$ cat config.mk
export PLATFORM = sky130hd
export DESIGN_NAME = display_update_ctrl
export DESIGN_NICKNAME = d
export VERILOG_FILES = /design/src/rtl/display_update_ctrl_pkg.sv /design/src/rtl/display_update_ctrl_event_merge.sv /design/src/rtl/display_update_ctrl.sv
export SDC_FILE = /design/constraint.sdc
export NUM_CORES = 1
export LEC_CHECK = 0
export ABC_CLOCK_PERIOD_IN_PS = 4600
export CAP_MARGIN = 20
export CORE_AREA = 3 3 74 76
export CTS_CLUSTER_DIAMETER = 40
export DETAILED_ROUTE_END_ITERATION = 10
export DIE_AREA = 0 0 77 79
export PLACE_DENSITY = 0.84
export SYNTH_ARGS = -nofsm -noshare
export SYNTH_HDL_FRONTEND = slang
export SYNTH_SLANG_ARGS = --single-unit
export TNS_END_PERCENT = 5
$ cat constraint.sdc
create_clock -name clk_i -period 4.6 [get_ports clk_i]
set_input_delay 1.15 -clock clk_i [delete_from_list [all_inputs] [get_ports clk_i]]
set_output_delay 1.15 -clock clk_i [all_outputs]
set_load 0.02 [all_outputs]
$ cat src/rtl/display_update_ctrl_pkg.sv
// Shared types and constants for the 7-seg refresh sequencer.
package display_update_ctrl_pkg;

    typedef enum logic [1:0] {
        ST_IDLE   = 2'd0,
        ST_SETTLE = 2'd1,
        ST_START  = 2'd2,
        ST_SHIFT  = 2'd3
    } state_t;

    localparam int OVERRUN_W = 8;
    localparam logic [OVERRUN_W-1:0] OVERRUN_MAX = '1;

    function automatic logic [OVERRUN_W-1:0] sat_inc(input logic [OVERRUN_W-1:0] v);
        return (v == OVERRUN_MAX) ? v : v + {{(OVERRUN_W-1){1'b0}}, 1'b1};
    endfunction

endpackage

$ cat src/rtl/display_update_ctrl_event_merge.sv
// Folds tick, load, lock edges and the idle refresh timer into one update event.
module display_update_ctrl_event_merge #(
    parameter int REFRESH_CYCLES = 65535
) (
    input  logic clk_i,
    input  logic rst_i,
    input  logic tick_i,
    input  logic load_i,
    input  logic locked_i,
    input  logic idle_i,
    output logic event_o
);
    import display_update_ctrl_pkg::*;

    localparam logic [15:0] REFRESH_LAST = 16'((REFRESH_CYCLES == 0) ? 0 : REFRESH_CYCLES - 1);

    logic        r_locked_q;
    logic [15:0] r_refresh_cnt;
    logic        w_refresh_due;
    logic        w_event;

    // NOTE: r_locked_q deliberately has no reset so it tracks locked_i while
    // rst_i is held; a lock already present at release is not seen as an edge.
    always_ff @(posedge clk_i) begin
        r_locked_q <= locked_i;
    end

    assign w_refresh_due = (REFRESH_CYCLES != 0) && idle_i && (r_refresh_cnt == REFRESH_LAST);
    assign w_event       = tick_i | load_i | (locked_i ^ r_locked_q) | w_refresh_due;
    assign event_o       = w_event;

    // NOTE: sequential state uses non-blocking assignments only, so every
    // always_ff reads pre-edge values regardless of evaluation order.
    always_ff @(posedge clk_i or posedge rst_i) begin
        if (rst_i) begin
            r_refresh_cnt <= '0;
        end else if (!idle_i || w_event) begin
            r_refresh_cnt <= '0;
        end else begin
            r_refresh_cnt <= r_refresh_cnt + 16'd1;
        end
    end

endmodule

$ cat src/rtl/display_update_ctrl.sv
// Sequences shift_reg frames: merge update events, let digits settle, start, await latch.
module display_update_ctrl #(
    parameter int SETTLE_CYCLES  = 2,
    parameter int TIMEOUT_CYCLES = 255,
    parameter int REFRESH_CYCLES = 65535
) (
    input  logic       clk_i,
    input  logic       rst_i,
    input  logic       tick_i,
    input  logic       load_i,
    input  logic       locked_i,
    input  logic       latch_i,
    output logic       start_o,
    output logic       blank_o,
    output logic       busy_o,
    output logic       timeout_o,
    output logic [7:0] overrun_cnt_o
);
    import display_update_ctrl_pkg::*;

    localparam logic [15:0] SETTLE_LAST  = 16'((SETTLE_CYCLES == 0) ? 0 : SETTLE_CYCLES - 1);
    localparam logic [15:0] TIMEOUT_LAST = 16'(TIMEOUT_CYCLES - 1);
    localparam state_t      SETTLE_ENTRY = (SETTLE_CYCLES == 0) ? ST_START : ST_SETTLE;

    state_t                r_state;
    logic [15:0]           r_cnt;
    logic                  r_pending;
    logic                  r_blink_phase;
    logic                  r_blank;
    logic                  r_timeout;
    logic [OVERRUN_W-1:0]  r_overrun;
    logic                  w_event;
    logic                  w_idle;
    logic                  w_queue_event;

    assign w_idle = (r_state == ST_IDLE);

    display_update_ctrl_event_merge #(
        .REFRESH_CYCLES(REFRESH_CYCLES)
    ) u_event_merge (
        .clk_i   (clk_i),
        .rst_i   (rst_i),
        .tick_i  (tick_i),
        .load_i  (load_i),
        .locked_i(locked_i),
        .idle_i  (w_idle),
        .event_o (w_event)
    );

    // Events arriving mid-frame queue into the single pending bit; the
    // latch/timeout cycle of SHIFT handles its own event below.
    assign w_queue_event = w_event &&
                           ((r_state == ST_SETTLE) || (r_state == ST_START) ||
                            ((r_state == ST_SHIFT) && !latch_i && (r_cnt != TIMEOUT_LAST)));

    always_ff @(posedge clk_i or posedge rst_i) begin
        if (rst_i) begin
            r_state       <= ST_IDLE;
            r_cnt         <= '0;
            r_pending     <= 1'b0;
            r_blink_phase <= 1'b0;
            r_blank       <= 1'b0;
            r_timeout     <= 1'b0;
            r_overrun     <= '0;
        end else begin
            r_blink_phase <= locked_i ? 1'b0 : (r_blink_phase ^ tick_i);

            if (w_queue_event) begin
                r_pending <= 1'b1;
                if (r_pending) r_overrun <= sat_inc(r_overrun);
            end

            case (r_state)
                ST_IDLE: begin
                    if (w_event) begin
                        r_cnt   <= '0;
                        r_state <= SETTLE_ENTRY;
                    end
                end
                ST_SETTLE: begin
                    r_cnt <= r_cnt + 16'd1;
                    if (r_cnt == SETTLE_LAST) r_state <= ST_START;
                end
                ST_START: begin
                    r_blank <= ~locked_i & r_blink_phase;
                    r_cnt   <= '0;
                    r_state <= ST_SHIFT;
                end
                ST_SHIFT: begin
                    r_cnt <= r_cnt + 16'd1;
                    if (latch_i) begin
                        if (r_pending || w_event) begin
                            r_cnt     <= '0;
                            r_pending <= 1'b0;
                            r_state   <= SETTLE_ENTRY;
                            if (r_pending && w_event) r_overrun <= sat_inc(r_overrun);
                        end else begin
                            r_state <= ST_IDLE;
                        end
                    end else if (r_cnt == TIMEOUT_LAST) begin
                        r_timeout <= 1'b1;
                        r_pending <= 1'b0;
                        r_state   <= ST_IDLE;
                    end
                end
                default: r_state <= ST_IDLE;
            endcase
        end
    end

    assign start_o       = (r_state == ST_START);
    assign busy_o        = !w_idle;
    assign blank_o       = r_blank;
    assign timeout_o     = r_timeout;
    assign overrun_cnt_o = r_overrun;

endmodule

**After elaboration in Yosys (flattened, before gate mapping)**

Cells that the tools add are included.

- Bitwise logic cells: 8
- Multiplexer cells: 24
- Eq/ne operators: 11
- Add/sub/neg operators: 3
- Reductions and logical operators: 14

Operators by type and width:

| operator | count |
|---|---|
| 16-bit 2-to-1 mux | 4 |
| 16-bit one-hot mux with 4 select lines | 1 |
| 8-bit 2-to-1 mux | 7 |
| 16-bit by 1-bit adder with 16-bit output (second input constant) | 2 |
| 16-bit by 1-bit equality test with 1-bit output (second input constant) | 1 |
| 16-bit equality test (second input constant) | 1 |
| 16-bit by 8-bit equality test with 1-bit output (second input constant) | 1 |
| 16-bit by 8-bit inequality test with 1-bit output (second input constant) | 1 |
| 8-bit by 1-bit adder with 8-bit output (second input constant) | 1 |
| 8-bit equality test (second input constant) | 1 |
| 2-bit 2-to-1 mux | 4 |
| 2-bit one-hot mux with 4 select lines | 1 |
| 1-bit 2-to-1 mux | 7 |
| 3-bit AND reduction | 2 |
| 1-bit logical AND | 5 |
| 2-bit equality test (second input constant) | 2 |
| 1-bit logical OR | 4 |
| 3-bit by 2-bit inequality test with 1-bit output (second input constant) | 1 |
| 1-bit bitwise OR | 3 |
| 2-bit by 1-bit equality test with 1-bit output (second input constant) | 1 |
| 1-bit zero test | 2 |
| 2-bit zero test | 1 |
| 2-bit by 1-bit inequality test with 1-bit output (second input constant) | 1 |
| 2-bit inequality test (second input constant) | 1 |
| other kinds (3) | 5 |

- Flip-flop bits (word level): 47
- Logic and storage cells: 69
- Output and inout port bits: 12
- Input port bits: 6

**Longest topological paths before layout**

Gate-level depths: netlist of run 1.

- Depth in word-level cells: 10
- Gate-level depth with buffers: 9
- Gate-level depth less buffers: 7

**Hierarchy**

A second synthesis of run 1 with hierarchy kept.

- Cell total of the unflattened synthesis: 256
- Area total of the unflattened synthesis: 2519.9 um^2

By module, submodules not included:

| module | times used | cells each | area an instance (um^2) | seq. area each (um^2) |
|---|---|---|---|---|
| display_update_ctrl | 1 | 167 | 1637.8 | 750.7 |
| display_update_ctrl_event_merge | 1 | 89 | 882.1 | 420.4 |

**Worst setup path after synthesis of run 1**

Ideal clock, no wire load.

- Path type: input to register
- From: input port locked_i
- To: register r_cnt[15]
- Stages on the path: 6
- Slack: 2.008 ns
- Path buffers: 1
- Required time: 4.523 ns
- Library setup time: 0.077 ns
- Arrival time: 2.515 ns
- Path through: xor2_1 -> or3_1 -> o41ai_4 -> nor2_1 -> buf_4 -> a21oi_1

- Word-level cells in the longest chain between the ends: 7
- Elaborated cells between the ends (all ways): 8
- Classes of those cells: eq/ne: 1; mux: 3; bitwise: 3; reduce/logical: 1

Ends and longest elaborated chain:

| element | line | RTL |
|---|---|---|
| from (decl) | display_update_ctrl.sv:11 | `input logic locked_i,` |
| 1-bit bitwise XOR * | display_update_ctrl_event_merge.sv:29 | `assign w_event = tick_i \| load_i \| (locked_i ^ r_locked_q) \| w_refresh_due;` |
| 1-bit bitwise OR * (2 in a row) | display_update_ctrl_event_merge.sv:29 |  |
| 1-bit logical OR | display_update_ctrl.sv:92 | `if (r_pending \|\| w_event) begin` |
| 16-bit 2-to-1 mux | display_update_ctrl.sv:92 |  |
| 16-bit 2-to-1 mux | display_update_ctrl.sv:91 | `if (latch_i) begin` |
| 16-bit one-hot mux with 4 select lines | display_update_ctrl.sv:73 | `case (r_state)` |
| to (signal assigned) | display_update_ctrl.sv:81 | `r_cnt <= r_cnt + 16'd1;` |
| to (signal assigned) | display_update_ctrl.sv:90 | `r_cnt <= r_cnt + 16'd1;` |
| to (decl) | display_update_ctrl.sv:26 | `logic [15:0] r_cnt;` |

Mark *: on every way between the ends. The rest lies on a longest branch, timed or not.
A chain may end at the register's enable or synchronous reset.

**Worst setup path after layout of run 1**

- From: input port locked_i
- To: register r_state[1]

- Word-level cells in the longest chain between the ends: 5

Ends and longest elaborated chain:

| element | line | RTL |
|---|---|---|
| 1-bit bitwise XOR | display_update_ctrl_event_merge.sv:29 |  |
| 1-bit bitwise OR (2 in a row) | display_update_ctrl_event_merge.sv:29 |  |
| 2-bit inequality test (no source line) | -- |  |
| 3-bit AND reduction (no source line) | -- |  |
| to (signal assigned) | display_update_ctrl.sv:58 | `r_state <= ST_IDLE;` |
| to (signal assigned) | display_update_ctrl.sv:77 | `r_state <= SETTLE_ENTRY;` |
| to (signal assigned) | display_update_ctrl.sv:82 | `if (r_cnt == SETTLE_LAST) r_state <= ST_START;` |
| to (decl) | display_update_ctrl.sv:25 | `state_t r_state;` |

Every way passes these cells.

==> metrics.cfg, run 1 <==
[clock_tree]
cts.sinks = 47
htreeDepth = 2
tritoncts.num_buffers = 5
clkLatencyLatePin_ps = 300
post_cts_buffers = 0
cts_resized = 0
clock_tree.root_cell = clkbuf_8
clk_pin_slew_ps = 90
cts.path.max_buffers = 2
tritoncts = built
hold_buffers = 0

[floorplanning]
row_count = 25
dieArea_um2 = 6080
dieHeight_um = 79
ioPinCount = 18
fp.coreArea_um2 = 4790
die_x_um = 77
initial_core_util_pct = 55.0

[drt]
wl_per_cell_um = 14.2
vias_per_cell = 5.68
post-route-drc-count = 0
wl_um = 4980
antenna_left = 0
vias = 1989
drt_pass1_iterations = 4
drt-initial-drc-count = 130

[sta]
drv_slew = 0
setup_viol_count_final = 0
min_period_ps = 3200
maxClockFrequency_ghz = 0.313
rsz0062_at_grt = false
tightest_slew_ps = 943
post-route-period-util_pct = 69.5
finalHoldViolations = 0
slew_headroom_pct = 37.0
timing.hold.ws_ps = 507
timing.setup.tns_ps = 0
skew_ps = 8.78

[placement]
gp_congestion = 0.808
hpwl_um = 3540
portBuffers = 17
post-place-cells = 342

[synthesis]
synthMuxAreaShare_pct = 3.14
synth_edf_count = 0
synthAdderAreaFrac_pct = 4.75
yosysSeqAreaShare_pct = 44.5
yosys.area_share.simple_pct = 24.2
synth.distinct_cells = 51
synth_warnings = 0
synth-async-reset-ratio_pct = 97.9
synth_area_um2 = 2630
synth_top_family_by_area = simple AND/OR/NAND/NOR gates
syn_avg_cell_area_um2 = 9.97
syn_inst = 264
ys.flop_type = dfrtp_1
synth_nets = 280
ys_ff_latch = 47
synthXorXnorAreaFrac_pct = 8.65
synth_compound_area_share_pct = 10.8

[grt]
grt_first_pass_wirelength_um = 8740
overflow = 0
grt_pass1_vias = 1921
antenna_found_initial = 0
grt_max_degree = 47
grt_use_total_pct = 17.7

[cells_and_area]
drive_gt1_share_pct = 10.6
nNetsFinal = 298
final_cells = 350
syn_to_final_growth_pct = 12.2
antenna_cells = 0
finish.utilization_pct = 61.7

[power_and_ir_drop]
p_seq_share_pct = 40.1
sw_frac_of_total_pct = 37.8
vdd_drop_max_mv = 0.201
p_leak_nw = 1.20
powerDensity_nw_per_um2 = 461
p_comb_share_pct = 39.9
power_switching_mw = 0.514
pwr-share-clk_pct = 20.1
p_int_mw = 0.846

[critical_path]
critPathArrivalTime_ps = 3390
cp.required_ps = 4790
path_class = in -> reg
start_kind = input pin
endpoint_kind = register
path_max_fanout = 24

[status]
status = completed

[hold_path]
hold_path.class = reg -> reg

[run]
max_cap_viol_count = 0

-- per-layer routing --
| metal | vias up | wire, um | global-route usage (%) |
|---|---|---|---|
| met5 | - | 0 | 0 |
| met4 | 0 | 51 | 5.52 |
| met3 | 6 | 133 | 3.51 |
| met2 | 33 | 2500 | 30.6 |
| met1 | 991 | 2290 | 22.5 |
| li1 | 959 | - | - |
-- cell type report --
cell class,count,area [um^2]
multi-input combinational,193,1360
timing repair buffer,17,170
inverter,18,67.6
tap,67,83.8
clock inverter,1,7.51
clock buffer,7,96.3
sequential,47,1170
fill,405,1830
-- sequential cells by signal (all words and copies together), names as in the netlist --
signal	count
r_cnt	16
u_event_merge.r_refresh_cnt	16
overrun_cnt_o	8
r_state	2
blank_o	1
r_blink_phase	1
r_pending	1
timeout_o	1
u_event_merge.r_locked_q	1
-- power by group through the flow --
stage / sequential (mW) / clock, mW / combinational, mW
6_report: 0.545 / 0.273 / 0.543
5_1_grt: 0.557 / 0.298 / 0.588
4_1_cts: 0.544 / 0.280 / 0.544
3_5_place_dp: 0.551 / 0 / 0.540
3_3_place_gp: 0.546 / 0 / 0.525
2_1_floorplan: 0.574 / 0 / 0.358
-- stage by stage --
stage / total power, mW / instance area [um^2] / setup slack (ps)
floorplan: 0.932 / 2630 / 2010
global placement: 1.07 / 2850 / 1140
detailed placement: 1.09 / 2850 / 1090
CTS: 1.37 / 2950 / 1410
global route: 1.44 / 2950 / 1330
finish: 1.36 / 2950 / 1400
-- worst paths after layout --
| path | start | endpoint | slack [ps] | cells after the start |
|---|---|---|---|---|
| min in group asynchronous | rst_i | r_cnt[9]$_DFFE_PP0N_ | 1370 | 2 |
| hold / removal | timeout_o$_DFFE_PP0P_ | timeout_o$_DFFE_PP0P_ | 510 | 1 |
| max in group asynchronous | rst_i | u_event_merge.r_refresh_cnt[7]$_DFF_PP0_ | 2630 | 2 |
| hold reg to reg | timeout_o$_DFFE_PP0P_ | timeout_o$_DFFE_PP0P_ | 510 | 1 |
| setup / recovery | locked_i | r_state[1]$_DFFE_PP0P_ | 1400 | 6 |
| setup reg to reg | r_state[0]$_DFFE_PP0P_ | r_cnt[6]$_DFFE_PP0N_ | 1760 | 7 |
-- cells by family after synthesis --
kind of cell             after synthesis
AND/OR/NAND/NOR                      116
buffers and inverters                 24
multiplexers                           7
AO/OA/AOI/OAI                         34
XOR/XNOR                              26
adder cells (fa/ha/maj)               10
flip-flops                            47
-- cells in the mapped netlist, types with 2 or more instances --
master      n  area (um^2)
a21oi_1     3         15.0
a22oi_1     3         22.5
and2_1      2         12.5
and4_1      2         17.5
buf_2       2         10.0
buf_4       3         22.5
dfrtp_1    46         1150
ha_1       10          125
inv_1      18         67.6
mux2_1      2         22.5
mux2_2      4         45.0
nand2_1    13         48.8
nand3_1    17         85.1
nand3b_1    3         22.5
nand4_1     9         56.3
nor2_1     36          135
nor3_1      7         35.0
nor3b_1     3         22.5
nor4_1      4         25.0
nor4_2      2         25.0
o2111ai_1   3         26.3
o211ai_1    5         37.5
o21ai_0    10         50.1
or2_2       4         25.0
or3_1       3         18.8
xnor2_1     7         61.3
xor2_1     19          166
-- cells in the final DEF (no fill, tap or decap), drive strengths merged, types with 4 or more instances in the layout --
cell type	count
clkbuf	7
clkdlybuf4s50	17
dfrtp	46
ha	10
inv	18
mux2	7
nand2	14
nand3	17
nand4	10
nor2	36
nor3	8
nor4	7
o211ai	5
o21ai	12
or2	4
xnor2	7
xor2	19
-- worst max-delay path, cell delays in order --
cell,delay (ps)
clkdlybuf4s50_1,460
xor2_1,180
or4_1,610
or2_2,540
nand2_2,150
mux2_4,300
(Power assumes the default switching activity.)
==> inputs of run 2 (changes only) <==
- ABC_CLOCK_PERIOD_IN_PS: 4600 -> 3000
- clock period: 4.6 -> 3 ns (I/O delays scaled with it)
==> run 2 against run 1 <==
Effect of this change:
- setup slack got worse by 950 ps
- worst hold slack got worse by 17 ps
- critical path type is now reg -> out
- largest cell class unchanged
- clock power increased by 73%
- via count decreased by 1.5%
==> metrics.cfg, run 2 (synthesized netlist as in run 1, its figures left out) <==
[floorplanning]
die_x_um = 77  ; unchanged
ioPinCount = 18  ; unchanged
dieArea_um2 = 6080  ; unchanged
initial_core_util_pct = 55.0  ; unchanged
row_count = 25  ; unchanged
dieHeight_um = 79  ; unchanged
fp.coreArea_um2 = 4790  ; unchanged

[sta]
timing.hold.ws_ps = 490  ; -17.1 ps
slew_headroom_pct = 52.8  ; +16 points
min_period_ps = 2540
post-route-period-util_pct = 84.8
maxClockFrequency_ghz = 0.393
timing.setup.tns_ps = 0  ; unchanged
skew_ps = 11.4  ; +2.57 ps
finalHoldViolations = 0  ; unchanged
setup_ws_ps = 456  ; -945 ps
drv_slew = 0  ; unchanged
rsz0062_at_grt = false
tightest_slew_ps = 705  ; -238 ps
setup_viol_count_final = 0  ; unchanged

[placement]
postPlaceCellArea_um2 = 2900  ; +1.8%
hpwl_um = 3510  ; -0.88%
gp_congestion = 0.874  ; +8.1%
post-place-cells = 347  ; +1.5%
portBuffers = 17  ; unchanged
pre_cts_ws_ps = 182  ; -910 ps

[cells_and_area]
final_common_cell = dfrtp_1
drive_gt1_share_pct = 12.2  ; +1.6 points
finish.utilization_pct = 63.0  ; +1.3 points
nNetsFinal = 303  ; +1.7%
final_cells = 355  ; +1.4%
syn_to_final_growth_pct = 14.5
stdcell_area_um2 = 3020  ; +2.1%
final_cell_mix = dfrtp_1, nor2_1, xor2_1
antenna_cells = 0  ; unchanged

[drt]
drt_pass1_iterations = 4  ; unchanged
vias_per_cell = 5.52  ; -2.9%
dr_wl_met2_um = 2370  ; -5.5%
vias = 1959  ; -1.5%
route.met3.wl_um = 129  ; -3.0%
drt-initial-drc-count = 105  ; -19%
wl_per_cell_um = 13.4  ; -5.8%
post-route-drc-count = 0  ; unchanged
wl_um = 4750  ; -4.5%
antenna_left = 0  ; unchanged
top_layer = met4
wl_met1_um = 2200  ; -3.8%

[grt]
grt_use_total_pct = 17.4  ; -0.29 points
grt_first_pass_wirelength_um = 8570  ; -1.9%
grt_pass1_vias = 1941  ; +1.0%
antenna_found_initial = 0  ; unchanged
grt_max_degree = 25  ; -47%
overflow = 0  ; unchanged

[power_and_ir_drop]
p_seq_share_pct = 38.8  ; -1.3 points
p_total_mw = 2.14  ; +57%
pwr-share-clk_pct = 22.1  ; +2.0 points
p_int_mw = 1.36  ; +60%
vdd_drop_max_mv = 0.311  ; +55%
p_leak_nw = 1.23  ; +2.7%
sw_frac_of_total_pct = 36.7  ; -1.1 points
power_switching_mw = 0.787  ; +53%
powerDensity_nw_per_um2 = 711  ; +54%
p_comb_share_pct = 39.2  ; -0.7 points

[critical_path]
cp.required_ps = 2250  ; -2540 ps
path_max_fanout = 5  ; -79%
start_kind = register
endpoint_kind = primary output
critPathArrivalTime_ps = 1790  ; -1600 ps
path_class = reg -> out

[clock_tree]
clk_pin_slew_ps = 90  ; about the same
tritoncts.num_buffers = 5  ; unchanged
cts.path.max_buffers = 2  ; unchanged
tritoncts = built
hold_buffers = 0  ; unchanged
cts.sinks = 47  ; unchanged
cts_resized = 0  ; unchanged
htreeDepth = 2  ; unchanged
clkLatencyLatePin_ps = 310  ; about the same
post_cts_buffers = 0  ; unchanged
clock_tree.root_cell = clkbuf_8

[run]
max_cap_viol_count = 0  ; unchanged

[status]
status = completed

[hold_path]
hold_path.class = reg -> reg

run 2: critical path, stage by stage (launching register included):
cell and delay, ps:
dfrtp_1 430, inv_1 100, ha_1 220, inv_1 110, clkdlybuf4s50_1 610
run 2: worst paths after layout:
kind                            slack [ps]                   start  cells past startpoint                                  endpoint
min in group asynchronous              770                   rst_i                      2  u_event_merge.r_refresh_cnt[4]$_DFF_PP0_
worst max-delay path                   460  r_state[0]$_DFFE_PP0P_                      4                                    busy_o
max in group asynchronous             1720                   rst_i                      3                overrun_cnt_o[6]$_DFF_PP0_
worst min-delay path                   490   timeout_o$_DFFE_PP0P_                      1                     timeout_o$_DFFE_PP0P_
worst max register to register         500  r_state[0]$_DFFE_PP0P_                      7                     r_cnt[14]$_DFFE_PP0N_
worst min register to register         490   timeout_o$_DFFE_PP0P_                      1                     timeout_o$_DFFE_PP0P_
run 2: final cells by class:
| type | instances | area (um^2) |
|---|---|---|
| clock buffer | 5 | 68.8 |
| clock inverter | 3 | 46.3 |
| fill | 390 | 1770 |
| inverter | 18 | 67.6 |
| multi-input combinational | 193 | 1360 |
| sequential | 47 | 1170 |
| tap | 67 | 83.8 |
| timing repair buffer | 22 | 220 |
run 2: metal layers:
layer,up-vias,GRT usage [%]
li1,971,-
met1,957,21.9
met2,24,29.8
met3,7,4.20
met4,0,5.34
met5,-,0
run 2: power groups by stage:
stage	sequential, mW	combinational [mW]	clock [mW]
after floorplan	0.880	0.549	0
after global placement	0.835	0.825	0
after detailed placement	0.842	0.847	0
after CTS	0.830	0.850	0.482
after global routing	0.847	0.933	0.514
final	0.831	0.840	0.473
==> inputs of run 3 (changes only) <==
- ABC_CLOCK_PERIOD_IN_PS: 3000 -> 2500
- clock period: 3 -> 2.5 ns (I/O delays scaled with it)
==> run 3 against run 2 <==
Effect of this change:
- clock skew shrank 1.6 ps
- total power grew 25%
- sequential power grew 20%
- critical path type unchanged
- first-iteration DRC count grew 36%
- sequential share of layout area shrank 0.63 points
- worst hold slack gained 10 ps
- critical path depth is the same
- via count grew 2.2%
- largest power group unchanged
- setup slack lost 340 ps
- clock power grew 37%
- global-route usage grew 0.37 points
- final area grew 1.7%
==> metrics.cfg, run 3 (synthesized netlist as in run 1, its figures left out) <==
[sta]
rsz0062_at_grt = false
finalHoldViolations = 0  ; unchanged
setup_viol_count_final = 0  ; unchanged
skew_ps = 9.76  ; -1.60 ps
drv_slew = 0  ; unchanged
timing.hold.ws_ps = 501  ; +10.4 ps
maxClockFrequency_ghz = 0.420
min_period_ps = 2380
post-route-period-util_pct = 95.3
tightest_slew_ps = 754  ; +48.6 ps
slew_headroom_pct = 49.6  ; -3.3 points

[drt]
vias = 2003  ; +2.2%
vias_per_cell = 5.55  ; +0.55%
drt-initial-drc-count = 143  ; +36%
antenna_left = 0  ; unchanged
post-route-drc-count = 0  ; unchanged
wl_um = 5230  ; +10%
wl_per_cell_um = 14.5  ; +8.2%
drt_pass1_iterations = 4  ; unchanged

[floorplanning]
ioPinCount = 18  ; unchanged
row_count = 25  ; unchanged
dieArea_um2 = 6080  ; unchanged
die_x_um = 77  ; unchanged
dieHeight_um = 79  ; unchanged
fp.coreArea_um2 = 4790  ; unchanged
initial_core_util_pct = 55.0  ; unchanged

[critical_path]
endpoint_kind = primary output
path_delay_family = buffers and inverters
critPathBufInv = 3  ; unchanged
cp.required_ps = 1880  ; -370 ps
reg2reg_depth = 8  ; +1
path_max_fanout = 5  ; unchanged
cp_cell_sequence = inv_1, ha_1, inv_1, clkdlybuf4s50_1
start_kind = register
path_class = reg -> out
crit_top_cell = inv_1
cpPeakStageDelay_ps = 610  ; about the same
cp-startpoint = r_state[0]$_DFFE_PP0P_
r2r_slack_ps = 170  ; -330 ps
rr_startpoint = r_state[0]$_DFFE_PP0P_
critPathArrivalTime_ps = 1760  ; -30 ps
worstReg2RegEnd = r_cnt[6]$_DFFE_PP0N_
crit_slowest_cell = clkdlybuf4s50_1

[clock_tree]
clock_tree.root_cell = clkbuf_8
tritoncts = built
hold_buffers = 0  ; unchanged
tritoncts.num_buffers = 5  ; unchanged
htreeDepth = 2  ; unchanged
clkLatencyLatePin_ps = 300  ; about the same
post_cts_buffers = 0  ; unchanged
cts_resized = 0  ; unchanged
cts.path.max_buffers = 2  ; unchanged
cts.sinks = 47  ; unchanged
clk_pin_slew_ps = 80  ; about the same

[placement]
portBuffers = 17  ; unchanged
postPlaceCellArea_um2 = 2930  ; +1.1%
gp_congestion = 0.859  ; -1.6%
hpwl_um = 3600  ; +2.4%

[grt]
grt_pass1_vias = 2036  ; +4.9%
antenna_found_initial = 0  ; unchanged
grt_use_total_pct = 17.8  ; +0.37 points
grt_max_degree = 47  ; +88%
grt_first_pass_wirelength_um = 8730  ; +1.9%
overflow = 0  ; unchanged

[cells_and_area]
finish.utilization_pct = 64.1  ; +1.0 points
stdcell_area_um2 = 3070  ; +1.7%
antenna_cells = 0  ; unchanged
drive_gt1_share_pct = 13.6  ; +1.5 points
fillCellCount = 406  ; +4.1%
nNetsFinal = 309  ; +2.0%
syn_to_final_growth_pct = 16.4
regArea_um2 = 1170  ; unchanged
multi_input_area_um2 = 1360  ; unchanged
final_common_cell = dfrtp_1
final_cell_mix = dfrtp_1, nor2_1, xor2_1

[hold_path]
hold_path.class = reg -> reg
holdPathStages = 1  ; unchanged
hold_end = timeout_o$_DFFE_PP0P_
hold_path_startpoint = timeout_o$_DFFE_PP0P_

[run]
max_cap_viol_count = 0  ; unchanged

[power_and_ir_drop]
powerDensity_nw_per_um2 = 876  ; +23%
p_leak_nw = 1.26  ; +2.9%
p_total_mw = 2.69  ; +25%
vdd_drop_max_mv = 0.591  ; +90%

[status]
status = completed

==> run 3: cell types whose count changed in the layout (fill, tap and decap cells not counted) <==
cell / change
buf_4: +7
clkbuf_1: +1
buf_12: -1
inv_6: -1
clkinvlp_4: -1
bufinv_16: +1
==> run 3: how the worst max path moves through the flow <==
stage	to	slack, ps	depth (start not counted)
6_report	busy_o	120	4
5_1_grt	r_cnt[6]$_DFFE_PP0N_	2	8
4_1_cts	busy_o	100	4
3_5_place_dp	r_cnt[6]$_DFFE_PP0N_	-80	6
3_3_place_gp	overrun_cnt_o[4]$_DFF_PP0_	8	6
2_1_floorplan	r_state[1]$_DFFE_PP0P_	350	8
==> run 3: layout make-up <==
type,count,share of cell area [%]
Clock inverter,2,1.96
Clock buffer,6,2.37
Inverter,18,2.20
Multi-Input combinational cell,193,44.3
Sequential cell,47,38.2
Tap cell,67,2.73
Timing Repair Buffer,28,8.24
==> run 3: report_power, final <==
group / internal [mW] / switching [mW] / leakage (nW) / total [mW]
Clock: 0.400 / 0.249 / 0.0654 / 0.649
Sequential: 0.865 / 0.130 / 0.629 / 0.995
Combinational: 0.470 / 0.572 / 0.570 / 1.04
==> run 3: per-layer routing <==
metal,track usage [%],vias to the layer above,wire (um)
met1,19.8,981,2310
met4,7.12,0,91
li1,-,985,-
met5,0,-,0
met3,3.17,11,118
met2,33.4,26,2710
==> run 3: metrics by stage <==
stage | setup TNS (ps) | setup WS, ps | instances
after floorplan | 0 | 353 | 264
after global placement | 0 | 7.76 | 353
after detailed placement | -864 | -83.0 | 353
after CTS | 0 | 105 | 361
after global routing | 0 | 2.32 | 361
final | 0 | 119 | 361
